## src/rtl/breath_ramp.sv

```systemverilog
// Breathing-LED duty sequencer for zPWM: rise, hold high, fall, hold low, stepping only on period_end.
// Optional BRL_GAMMA_EN: duty = (level*level) >> DW instead of duty = level.
module breath_ramp #(
    parameter int unsigned DW           = 8,
    parameter int unsigned MAX_LEVEL    = 255,
    parameter int unsigned STEP_DIV     = 16,
    parameter int unsigned HOLD_PERIODS = 32
) (
    input  logic          clk,
    input  logic          rst,
    input  logic          en,
    input  logic          period_end,
    output logic [DW-1:0] duty,
    output logic          pwm_en,
    output logic [2:0]    phase,
    output logic          cycle_done
);

    localparam int unsigned SW = (STEP_DIV > 1) ? $clog2(STEP_DIV) : 1;
    localparam int unsigned HW = (HOLD_PERIODS > 1) ? $clog2(HOLD_PERIODS) : 1;

    localparam logic [SW-1:0] STEP_LAST = SW'(STEP_DIV - 1);
    localparam logic [SW-1:0] STEP_ONE  = SW'(1);
    localparam logic [HW-1:0] HOLD_LAST = HW'((HOLD_PERIODS == 0) ? 0 : HOLD_PERIODS - 1);
    localparam logic [HW-1:0] HOLD_ONE  = HW'(1);
    localparam logic [DW-1:0] LVL_TOP   = DW'(MAX_LEVEL);
    localparam logic [DW-1:0] LVL_PRE   = DW'(MAX_LEVEL - 1);
    localparam logic [DW-1:0] LVL_ONE   = DW'(1);

    localparam logic [2:0] IDLE    = 3'd0;
    localparam logic [2:0] RISE    = 3'd1;
    localparam logic [2:0] HOLD_HI = 3'd2;
    localparam logic [2:0] FALL    = 3'd3;
    localparam logic [2:0] HOLD_LO = 3'd4;

    logic [2:0]    state_q, state_d;
    logic [DW-1:0] level_q, level_d;
    logic [SW-1:0] step_cnt_q, step_cnt_d;
    logic [HW-1:0] hold_cnt_q, hold_cnt_d;
    logic [DW-1:0] duty_q, duty_d;
    logic          pwm_en_q, pwm_en_d;
    logic          cycle_done_q, cycle_done_d;
    logic          step_due;

    assign step_due = period_end && (step_cnt_q == STEP_LAST);

    always_comb begin
        state_d      = state_q;
        level_d      = level_q;
        step_cnt_d   = step_cnt_q;
        hold_cnt_d   = hold_cnt_q;
        pwm_en_d     = pwm_en_q;
        cycle_done_d = 1'b0;
        if (!en) begin
            // Dropping en wins over any coincident period_end.
            state_d    = IDLE;
            level_d    = '0;
            step_cnt_d = '0;
            hold_cnt_d = '0;
            pwm_en_d   = 1'b0;
        end else begin
            pwm_en_d = 1'b1;
            case (state_q)
                IDLE: begin
                    state_d    = RISE;
                    level_d    = '0;
                    step_cnt_d = '0;
                    hold_cnt_d = '0;
                end
                RISE: begin
                    if (step_due) begin
                        step_cnt_d = '0;
                        if (level_q < LVL_TOP) begin
                            level_d = level_q + LVL_ONE;
                        end
                        if (level_q >= LVL_PRE) begin
                            state_d = (HOLD_PERIODS == 0) ? FALL : HOLD_HI;
                        end
                    end else if (period_end) begin
                        step_cnt_d = step_cnt_q + STEP_ONE;
                    end
                end
                HOLD_HI: begin
                    if (period_end) begin
                        if (hold_cnt_q == HOLD_LAST) begin
                            hold_cnt_d = '0;
                            state_d    = FALL;
                        end else begin
                            hold_cnt_d = hold_cnt_q + HOLD_ONE;
                        end
                    end
                end
                FALL: begin
                    if (step_due) begin
                        step_cnt_d = '0;
                        if (level_q != '0) begin
                            level_d = level_q - LVL_ONE;
                        end
                        if (level_q <= LVL_ONE) begin
                            if (HOLD_PERIODS == 0) begin
                                state_d      = RISE;
                                cycle_done_d = 1'b1;
                            end else begin
                                state_d = HOLD_LO;
                            end
                        end
                    end else if (period_end) begin
                        step_cnt_d = step_cnt_q + STEP_ONE;
                    end
                end
                HOLD_LO: begin
                    if (period_end) begin
                        if (hold_cnt_q == HOLD_LAST) begin
                            hold_cnt_d   = '0;
                            state_d      = RISE;
                            cycle_done_d = 1'b1;
                        end else begin
                            hold_cnt_d = hold_cnt_q + HOLD_ONE;
                        end
                    end
                end
                default: begin
                    state_d    = IDLE;
                    level_d    = '0;
                    step_cnt_d = '0;
                    hold_cnt_d = '0;
                end
            endcase
        end
    end

    // Duty is derived from the next level so it lands on the same edge as the step.
`ifdef BRL_GAMMA_EN
    logic [2*DW-1:0] gamma_prod;
    always_comb begin
        gamma_prod = {{DW{1'b0}}, level_d} * {{DW{1'b0}}, level_d};
        duty_d     = gamma_prod[2*DW-1:DW];
    end
`else
    always_comb begin
        duty_d = level_d;
    end
`endif

    always_ff @(posedge clk or posedge rst) begin
        if (rst) begin
            state_q      <= IDLE;
            level_q      <= '0;
            step_cnt_q   <= '0;
            hold_cnt_q   <= '0;
            duty_q       <= '0;
            pwm_en_q     <= 1'b0;
            cycle_done_q <= 1'b0;
        end else begin
            state_q      <= state_d;
            level_q      <= level_d;
            step_cnt_q   <= step_cnt_d;
            hold_cnt_q   <= hold_cnt_d;
            duty_q       <= duty_d;
            pwm_en_q     <= pwm_en_d;
            cycle_done_q <= cycle_done_d;
        end
    end

    assign duty       = duty_q;
    assign pwm_en     = pwm_en_q;
    assign phase      = state_q;
    assign cycle_done = cycle_done_q;

endmodule

```

## config.mk

```make
export PLATFORM = sky130hd
export DESIGN_NAME = breath_ramp
export DESIGN_NICKNAME = d
export VERILOG_FILES = /design/src/rtl/breath_ramp.sv
export SDC_FILE = /design/constraint.sdc
export NUM_CORES = 1
export LEC_CHECK = 0
export ABC_AREA = 1
export BUFFER_PORTS_ARGS = -buffer_cell sky130_fd_sc_hd__buf_2
export CAP_MARGIN = 20
export CORE_AREA = 2 2 67 69
export CTS_BUF_LIST = sky130_fd_sc_hd__clkbuf_2 sky130_fd_sc_hd__clkbuf_4 sky130_fd_sc_hd__clkbuf_8
export CTS_CLUSTER_SIZE = 40
export DETAILED_ROUTE_END_ITERATION = 8
export DIE_AREA = 0 0 69 71
export GPL_ROUTABILITY_DRIVEN = 1
export HOLD_SLACK_MARGIN = 0.02
export SLEW_MARGIN = 20
export SYNTH_ARGS = -nofsm -noshare
export SYNTH_HDL_FRONTEND = slang
export SYNTH_SLANG_ARGS = --single-unit
```

## constraint.sdc

```tcl
create_clock -name clk -period 1.95 [get_ports clk]
set_input_delay 0.39 -clock clk [delete_from_list [all_inputs] [get_ports clk]]
set_output_delay 0.39 -clock clk [all_outputs]
set_load 0.005 [all_outputs]
```

==> results.toml <==
[floorplanning]
io_pins = 17
die_area_mm2 = 0.00490
core_area_mm2 = 0.00420
fp.dieW_um = 69
rows = 24
start_util = 0.382
die_h_um = 71

[pwr]
power_per_cell_area_mw_per_mm2 = 1200
p_leak_nw = 0.956
vdd_drop_max_mv = 0.498

[global_route]
grt_pass1_wl_um = 6310
grt_max_degree = 23
track_usage = 0.158
antenna_found_initial = 0
grt_pass1_vias = 1391
grt_overflow = 0

[synth]
syn_area_per_cell_um2 = 6.85
synth_edf_count = 0
synth.cell_area_mm2 = 0.00160
async_flop_share = 1.00
syn_inst = 234
synthFlopType = "dfrtp_1"
ys_seq_area_frac = 0.343
synth_nets = 246
synth_warnings = 0
yosys.cell_types.count = 27
ys_seq_elements = 22

[setup_path]
setup.worst_path.class = "flop to flop"
cp.required_ns = 2.11
start_kind = "flop"
cp.arrival_ns = 1.85
worstPathMaxFanout = 7
endpoint_kind = "flop"

[placement]
portBuffers = 16
place_ws_ns = 0.271
dp.final_hpwl_um = 2830
gp_congestion = 0.846
placed_area_mm2 = 0.00175

[timing]
fin_crit_ns = 1.69
hold_viol = 0
rsz0062_at_grt = "no"
tightest_slew_ns = 0.464
slew_violations = 0
tns_ns = 0
slew_headroom = 0.689
setup_viol = 0
finClkSkew_ns = 0.00212
fin_ws_ns = 0.259
max_freq_mhz = 591
post-route-period-util = 0.867

[clock_tree]
root_buffer = "clkbuf_8"
clock-sinks = 22
tritoncts = "yes"
cts_made_buffers = 3
path_clk_slew_ns = 0.08
clock_path_buffers = 2
cts_resized = 0
clock_latency_ns = 0.26
ctsHoldBuffers = 0
post_cts_buffers = 0
htreeDepth = 1

[cells_and_area]
layout-drive-gt1-share = 0.138
nets = 266
final_cell_mix = "nand2_1, nand3_1, inv_1, nor2_1, dfrtp_1"
insertedDiodeCount = 0
fin_area_mm2 = 0.00180
syn_to_final_growth_pct = 12.5
fill_cells = 455
final_common_cell = "nand2_1"

[detailed_routing]
vias = 1531
wl_um = 3620
vias_per_cell = 5.02
postRouteAntennaNets = 0
drt_iter0_drc = 160
drc = 0
wl_per_cell_um = 11.9
first_pass_iters = 4

[outcome]
outcome = "completed"

[worst_hold_path]
hold_path.class = "input port to asynchronous set/reset pin"

[run]
cap_violations = 0
[synthesized netlist by cell type (all sizes together), types with 2 or more instances]
| library cell | n | area (um^2) |
|---|---|---|
| or2 | 3 | 18.8 |
| dfrtp | 22 | 551 |
| nor2 | 24 | 114 |
| nand2 | 84 | 343 |
| a21oi | 5 | 25.0 |
| ha | 8 | 100 |
| o21ai | 19 | 110 |
| nand4 | 2 | 12.5 |
| buf | 4 | 22.5 |
| xor2 | 3 | 26.3 |
| nand3 | 29 | 145 |
| nor3 | 4 | 20.0 |
| inv | 23 | 86.3 |
[registers in the layout (all words and copies together), names as in the netlist]
name / cells
pwm_en: 1
cycle_done: 1
hold_cnt_q: 5
duty: 8
phase: 3
step_cnt_q: 4
[layout make-up]
cell class	instances	area, um^2	area share
timing repair buffer	19	103	0.0569
tap	52	65.1	0.0361
multi-input combinational	185	945	0.524
inverter	23	86.3	0.0479
sequential	22	551	0.305
clock buffer	4	55.1	0.0305
[metal layers]
| layer | routed length, um | global-route usage | part of all wire | up-vias |
|---|---|---|---|---|
| met5 | 0 | 0 | 0 | - |
| met4 | 61 | 0.0545 | 0.017 | 0 |
| met3 | 190 | 0.0214 | 0.052 | 7 |
| met2 | 1660 | 0.254 | 0.46 | 44 |
| met1 | 1710 | 0.220 | 0.47 | 685 |
| li1 | - | - | - | 795 |
[cells by family after synthesis]
logic type	count (synthesis)	share of synthesized area
adders and majority gates	8	0.0624
and+or+nand+nor	147	0.412
xor gates and xnor gates	3	0.0164
AOI/OAI and AO/OA	27	0.0983
DFF	22	0.343
buffers and inverters	27	0.0679
[worst paths after layout]
check / from / to / cells after the start / slack (ns)
setup / recovery: duty[0] / phase[2] / 11 / 0.26
hold / removal: rst / step_cnt_q[3] / 3 / 0.15
setup reg to reg: duty[0] / phase[2] / 11 / 0.26
hold reg to reg: hold_cnt_q[4] / hold_cnt_q[4] / 2 / 0.50
max in group asynchronous: rst / duty[4] / 3 / 1.58
min in group clk: en / pwm_en / 1 / 0.39
[worst max-delay path: stages (launching register included)]
cell and delay, ns:
dfrtp_1 0.47, inv_1 0.18, ha_1 0.24, nor2_1 0.06, nor2_1 0.12, nand2_1 0.06, nand2_1 0.05, nand3_1 0.06
nand2_1 0.14, nand2_1 0.09, nand2_1 0.06, nand2_1 0.04
[power by group]
group	internal, mW	switching (mW)
Combinational	0.409	0.733
Sequential	0.548	0.144
Clock	0.180	0.155
Total	1.14	1.03
[stage by stage]
stage	total power [mW]	util	instances	hold WS (ns)
floorplan	1.53	-	234	0.379
global placement	1.86	0.416	301	0.447
detailed placement	1.85	0.416	301	0.449
CTS	2.19	0.429	305	0.159
global route	2.38	0.429	305	0.188
finish	2.17	0.429	305	0.147
Note: power is estimated with default switching activity, not from simulation.
